### src/rtl/vc_alloc_if.sv
// Request/grant and release bundle between a VC requester and the vc_allocator.
interface vc_alloc_if #(
   parameter int NUM_VC = 8
);
   logic              alloc_req;
   logic [NUM_VC-1:0] release_mask;
   logic              alloc_gnt;
   logic [NUM_VC-1:0] alloc_vc;
   logic [NUM_VC-1:0] vc_busy;
   logic              all_busy;
   logic              release_err;

   modport master (
      output alloc_req,
      output release_mask,
      input  alloc_gnt,
      input  alloc_vc,
      input  vc_busy,
      input  all_busy,
      input  release_err
   );

   modport slave (
      input  alloc_req,
      input  release_mask,
      output alloc_gnt,
      output alloc_vc,
      output vc_busy,
      output all_busy,
      output release_err
   );
endinterface

### src/rtl/vc_allocator.sv
// Virtual-channel allocator: one-cycle grant of a free VC, busy tracking and a sticky release-error flag.
// Define VC_ALLOC_RR_EN for round-robin selection; otherwise the lowest-index free VC wins.
module vc_allocator #(
   parameter int NUM_VC = 8
) (
   input logic      clk,
   input logic      rst_n,
   vc_alloc_if.slave bus
);

   logic [NUM_VC-1:0] busy_q;
   logic [NUM_VC-1:0] busy_d;
   logic [NUM_VC-1:0] pick;
   logic [NUM_VC-1:0] vc_q;
   logic              gnt_q;
   logic              err_q;
   logic              err_d;
   logic              take;
   logic              found;

`ifdef VC_ALLOC_RR_EN
   localparam int IDX_W = $clog2(NUM_VC);

   logic [IDX_W-1:0] ptr_q;
   logic [IDX_W-1:0] ptr_d;
   logic [IDX_W-1:0] idx;
   logic [IDX_W-1:0] sel_idx;

   // Scan starts at the pointer and wraps through the natural overflow of idx.
   always_comb begin
      pick    = '0;
      found   = 1'b0;
      idx     = '0;
      sel_idx = '0;
      for (int i = 0; i < NUM_VC; i++) begin
         idx = ptr_q + IDX_W'(i);
         if (!found && !busy_q[idx]) begin
            pick[idx] = 1'b1;
            sel_idx   = idx;
            found     = 1'b1;
         end
      end
   end

   always_comb begin
      ptr_d = ptr_q;
      if (take) begin
         ptr_d = sel_idx + IDX_W'(1);
      end
   end

   always_ff @(posedge clk or negedge rst_n) begin
      if (!rst_n) begin
         ptr_q <= '0;
      end else begin
         ptr_q <= ptr_d;
      end
   end
`else
   always_comb begin
      pick  = '0;
      found = 1'b0;
      for (int i = 0; i < NUM_VC; i++) begin
         if (!found && !busy_q[i]) begin
            pick[i] = 1'b1;
            found   = 1'b1;
         end
      end
   end
`endif

   // A grant cycle blocks the next request, so grants come at most every other cycle.
   always_comb begin
      take   = bus.alloc_req && !gnt_q && found;
      busy_d = (busy_q & ~bus.release_mask) | (take ? pick : '0);
      err_d  = err_q | (|(bus.release_mask & ~busy_q));
   end

   always_ff @(posedge clk or negedge rst_n) begin
      if (!rst_n) begin
         busy_q <= '0;
         gnt_q  <= 1'b0;
         vc_q   <= '0;
         err_q  <= 1'b0;
      end else begin
         busy_q <= busy_d;
         gnt_q  <= take;
         vc_q   <= take ? pick : '0;
         err_q  <= err_d;
      end
   end

   assign bus.alloc_gnt   = gnt_q;
   assign bus.alloc_vc    = vc_q;
   assign bus.vc_busy     = busy_q;
   assign bus.all_busy    = &busy_q;
   assign bus.release_err = err_q;

endmodule

### src/flat_wrapper.sv
// flat-port wrapper written by rule: the top's interface ports become plain ports
module vc_allocator_flat 
#(
   parameter int NUM_VC = 8
)
  (clk, rst_n, bus_alloc_req, bus_release_mask, bus_alloc_gnt, bus_alloc_vc, bus_vc_busy, bus_all_busy, bus_release_err);
  vc_alloc_if #(.NUM_VC(NUM_VC)) bus_i ();
  input logic clk;
  input logic rst_n;
  input wire logic [$bits(bus_i.alloc_req)-1:0] bus_alloc_req;
  input wire logic [$bits(bus_i.release_mask)-1:0] bus_release_mask;
  output wire logic [$bits(bus_i.alloc_gnt)-1:0] bus_alloc_gnt;
  output wire logic [$bits(bus_i.alloc_vc)-1:0] bus_alloc_vc;
  output wire logic [$bits(bus_i.vc_busy)-1:0] bus_vc_busy;
  output wire logic [$bits(bus_i.all_busy)-1:0] bus_all_busy;
  output wire logic [$bits(bus_i.release_err)-1:0] bus_release_err;
  assign bus_i.alloc_req = bus_alloc_req;
  assign bus_i.release_mask = bus_release_mask;
  assign bus_alloc_gnt = bus_i.alloc_gnt;
  assign bus_alloc_vc = bus_i.alloc_vc;
  assign bus_vc_busy = bus_i.vc_busy;
  assign bus_all_busy = bus_i.all_busy;
  assign bus_release_err = bus_i.release_err;
  vc_allocator #(.NUM_VC(NUM_VC)) u_core (.clk(clk), .rst_n(rst_n), .bus(bus_i));
endmodule
### config.mk
export PLATFORM = sky130hd
export DESIGN_NAME = vc_allocator_flat
export DESIGN_NICKNAME = d
export VERILOG_FILES = /design/src/rtl/vc_alloc_if.sv /design/src/rtl/vc_allocator.sv /design/src/flat_wrapper.sv
export SDC_FILE = /design/constraint.sdc
export NUM_CORES = 1
export LEC_CHECK = 0
export CAP_MARGIN = 20
export CORE_AREA = 2 2 46 48
export DETAILED_ROUTE_END_ITERATION = 7
export DIE_AREA = 0 0 48 50
export GPL_TIMING_DRIVEN = 1
export HOLD_SLACK_MARGIN = 0.1
export PLACE_DENSITY_LB_ADDON = 0.1
export REMOVE_ABC_BUFFERS = 1
export SETUP_SLACK_MARGIN = 0.05
export SYNTH_ARGS = -nofsm -noshare
export SYNTH_HDL_FRONTEND = slang
export SYNTH_SLANG_ARGS = --single-unit
### constraint.sdc
create_clock -name clk -period 1.65 [get_ports clk]
set_input_delay 0.33 -clock clk [delete_from_list [all_inputs] [get_ports clk]]
set_output_delay 0.33 -clock clk [all_outputs]
set_load 0.01 [all_outputs]
==> metrics.csv <==
stage,metric,value,unit
outcome,outcome,"complete, no violations",
sta,tightest_slew,0.548,ns
route,wl_per_cell,12.2,um
global_route,grt_pass1_vias,586,
clock_network,root_buffer,clkbuf_4,
power,switching_share,23.3,%
route,firstDrtPassIters,4,
global_route,grt_max_degree,19,
die,ios,30,
layout,drive_above_1_share,25.0,%
clock_network,clk_pin_slew_worst_paths,0.10,ns
die,fp.coreArea,1900,um2
die,dieArea,2400,um2
layout,fin_area,1190,um2
critical_path,crit_fanout,3,
place,io_buffer_count,29,
clock_network,numCtsBuffers,3,
power,irDropWorstVdd,0.621,mV
critical_path,rr_startpoint,u_core.bus.vc_busy[1],
route,wl,1650,um
critical_path,endpoint_kind,output pin,
sta,relSlewSlack,62.5,%
yosys,yosys.cell_types.count,23,
power,comb_power_share,15.7,%
power,seqPwrFrac,53.1,%
power,p_leak,0.599,nW
hold_path,hp-class,in -> async,
die,die_x,48,um
global_route,track_usage,16.0,%
power,p_per_area,731,nW/um2
layout,finalNonFillerCells,135,
sta,post-route-period-util,94.3,%
power,p_clk_share,31.2,%
place,dp.cells,124,
critical_path,crit_start,u_core.bus.vc_busy[4],
layout,num-fill-cells,172,
clock_network,clock_sinks,18,
yosys,synthCells,60,
sta,final_hold_viol_count,0,
clock_network,clkLatencyLatePin,0.29,ns
layout,antenna-diode-count,0,
die,die_h,50,um
layout,utilization,62.6,%
clock_network,cts_buffer_depth,2,
critical_path,worstPathCellList,and4_4 -> nand4_4 -> nor2_1 -> buf_2,
place,gp_congestion,0.775,
sta,slew_viol_final,0,
route,drt-vias-per-instance,4.50,
sta,setup_tns,0,ns
critical_path,critPathKind,reg -> out,
flow_run,maxCapViolations,0,
global_route,grt_pass1_wl,2640,um
layout,layout.nets,120,
power,switchingPower,0.000203,W
critical_path,cp.required,1.32,ns
global_route,overflow,0,
critical_path,start_kind,flop,
yosys,synth-seq-area-share,62.2,%
yosys,ys_ff_latch,18,
yosys,synth_area_per_cell,12.1,um2
clock_network,cts_hold_buffers,0,
place,placed_cell_area,1110,um2
clock_network,htree_levels,1,
clock_network,cts_tree,done,
critical_path,arrival,1.23,ns
critical_path,slowest_stage,dfrtp_1,
route,drt-initial-drc-count,10,
sta,period_minus_slack,1.56,ns
route,vias,607,
sta,skew,0.00128,ns
global_route,antenna_found_initial,0,
critical_path,cp_slowest_stage_delay,0.36,ns
die,num_rows,16,
yosys,yosysWarnings,0,
route,ant_nets,0,
sta,setup_viol,0,
yosys,synth_area,724,um2
layout,syn2layout_area_growth,64.2,%
sta,rsz0062_at_grt,yes,
place,place.detailed.hpwl,1240,um
power,p_int,0.000667,W
sta,fmax,642,MHz
power,p_total,0.000869,W
die,start_util,38.1,%
route,drc,0,
-- cell usage after synthesis --
cell	count	area share [%]
nor3_1	1	0.69
o21bai_1	1	1.0
inv_1	6	3.1
and4_4	1	1.6
o21ba_2	1	1.4
nand4_4	1	2.9
or2_2	1	0.86
or2b_1	1	1.0
nor2_1	7	3.6
and3b_1	1	1.2
nand4_1	1	0.86
a21oi_1	1	0.69
nor2b_1	3	2.6
nand3_1	3	2.1
dfrtp_1	18	62
o22ai_1	1	0.86
a2111oi_0	1	1.2
mux2i_1	4	5.5
or2b_2	1	1.2
nand2_1	3	1.6
o21ai_0	1	0.69
a222oi_1	1	1.4
o31ai_2	1	1.7
-- layer usage --
layer | GRT usage, % | wire [um]
met5 | 0 | 0
met4 | 11.7 | 29
met3 | 4.76 | 98
met2 | 21.6 | 790
met1 | 20.7 | 732
-- logic make-up (layout without fill, tap and decap cells) --
family / Yosys count / after routing / share of synthesized area [%]
AOI/OAI and AO/OA: 8 / 8 / 8.98
buffers and inverters: 6 / 54 / 3.11
DFF: 18 / 18 / 62.2
muxes: 4 / 4 / 5.53
and+or+nand+nor: 24 / 24 / 20.2
-- cells in the final DEF (no fill, tap or decap) --
| cell type | synthesis | final |
|---|---|---|
| a2111oi_0 | 1 | 1 |
| a21oi_1 | 1 | 1 |
| a222oi_1 | 1 | 1 |
| and3b_1 | 1 | 1 |
| and4_4 | 1 | 1 |
| buf_2 | 0 | 1 |
| buf_4 | 0 | 15 |
| clkbuf_4 | 0 | 3 |
| clkbuf_8 | 0 | 1 |
| clkdlybuf4s50_1 | 0 | 22 |
| dfrtp_1 | 18 | 17 |
| dfrtp_2 | 0 | 1 |
| dlygate4sd2_1 | 0 | 5 |
| dlymetal6s2s_1 | 0 | 1 |
| inv_1 | 6 | 6 |
| mux2i_1 | 4 | 4 |
| nand2_1 | 3 | 3 |
| nand3_1 | 3 | 3 |
| nand4_1 | 1 | 1 |
| nand4_4 | 1 | 1 |
| nor2_1 | 7 | 7 |
| nor2b_1 | 3 | 3 |
| nor3_1 | 1 | 1 |
| o21ai_0 | 1 | 1 |
| o21ba_2 | 1 | 1 |
| o21bai_1 | 1 | 1 |
| o22ai_1 | 1 | 1 |
| o31ai_2 | 1 | 1 |
| or2_2 | 1 | 1 |
| or2b_1 | 1 | 1 |
| or2b_2 | 1 | 1 |
-- sequential cells by signal, summed over array words and instances (netlist names) --
signal and count:
u_core.bus.alloc_gnt 1, u_core.bus.alloc_vc 8, u_core.bus.release_err 1, u_core.bus.vc_busy 8
-- power by group through the flow --
stage | sequential (W) | clock [W] | combinational (W)
2_1_floorplan | 0.000488 | 0 | 0.0000277
3_3_place_gp | 0.000472 | 0 | 0.000135
3_5_place_dp | 0.000473 | 0 | 0.000134
4_1_cts | 0.000462 | 0.000278 | 0.000136
5_1_grt | 0.000463 | 0.000304 | 0.000149
6_report | 0.000462 | 0.000271 | 0.000136
-- critical path, delay by kind of cell, from the launching register on --
kind | cells | cell delay [ns]
buf+inv | 1 | 0.13
simple gates | 3 | 0.44
flops | 1 | 0.36
-- per-stage QoR --
step	worst slack [ns]	hold WS [ns]
4_1_cts	-0.0366	0.357
2_1_floorplan	0.258	0.0344
6_report	0.0932	0.358
3_3_place_gp	0.00256	0.454
5_1_grt	-0.00394	0.350
3_5_place_dp	-0.0544	0.481
-- path summary, 6_finish.rpt --
kind,endpoint,slack [ns],depth (start not counted)
setup reg to reg,u_core.bus.release_err,0.28,4
hold / removal,u_core.bus.vc_busy[7],0.36,2
min in group clk,u_core.bus.release_err,0.50,2
setup / recovery,bus_all_busy,0.09,4
max in group asynchronous,u_core.bus.vc_busy[5],1.08,2
hold reg to reg,u_core.bus.release_err,0.50,2
-- repair_timing --
action	CTS	global route
setup endpoints to repair	9	4
resized for setup	9	2
setup buffers	4	3
pin swaps	0	3
-- cell type report --
| class | count | area (um2) | share of cell area, % |
|---|---|---|---|
| Sequential cell | 18 | 452 | 38.0 |
| Timing Repair Buffer | 44 | 394 | 33.1 |
| Multi-Input combinational cell | 36 | 251 | 21.1 |
| Clock buffer | 4 | 36.3 | 3.05 |
| Tap cell | 27 | 33.8 | 2.84 |
| Inverter | 6 | 22.5 | 1.89 |
Note: power is estimated with default switching activity, not from simulation.
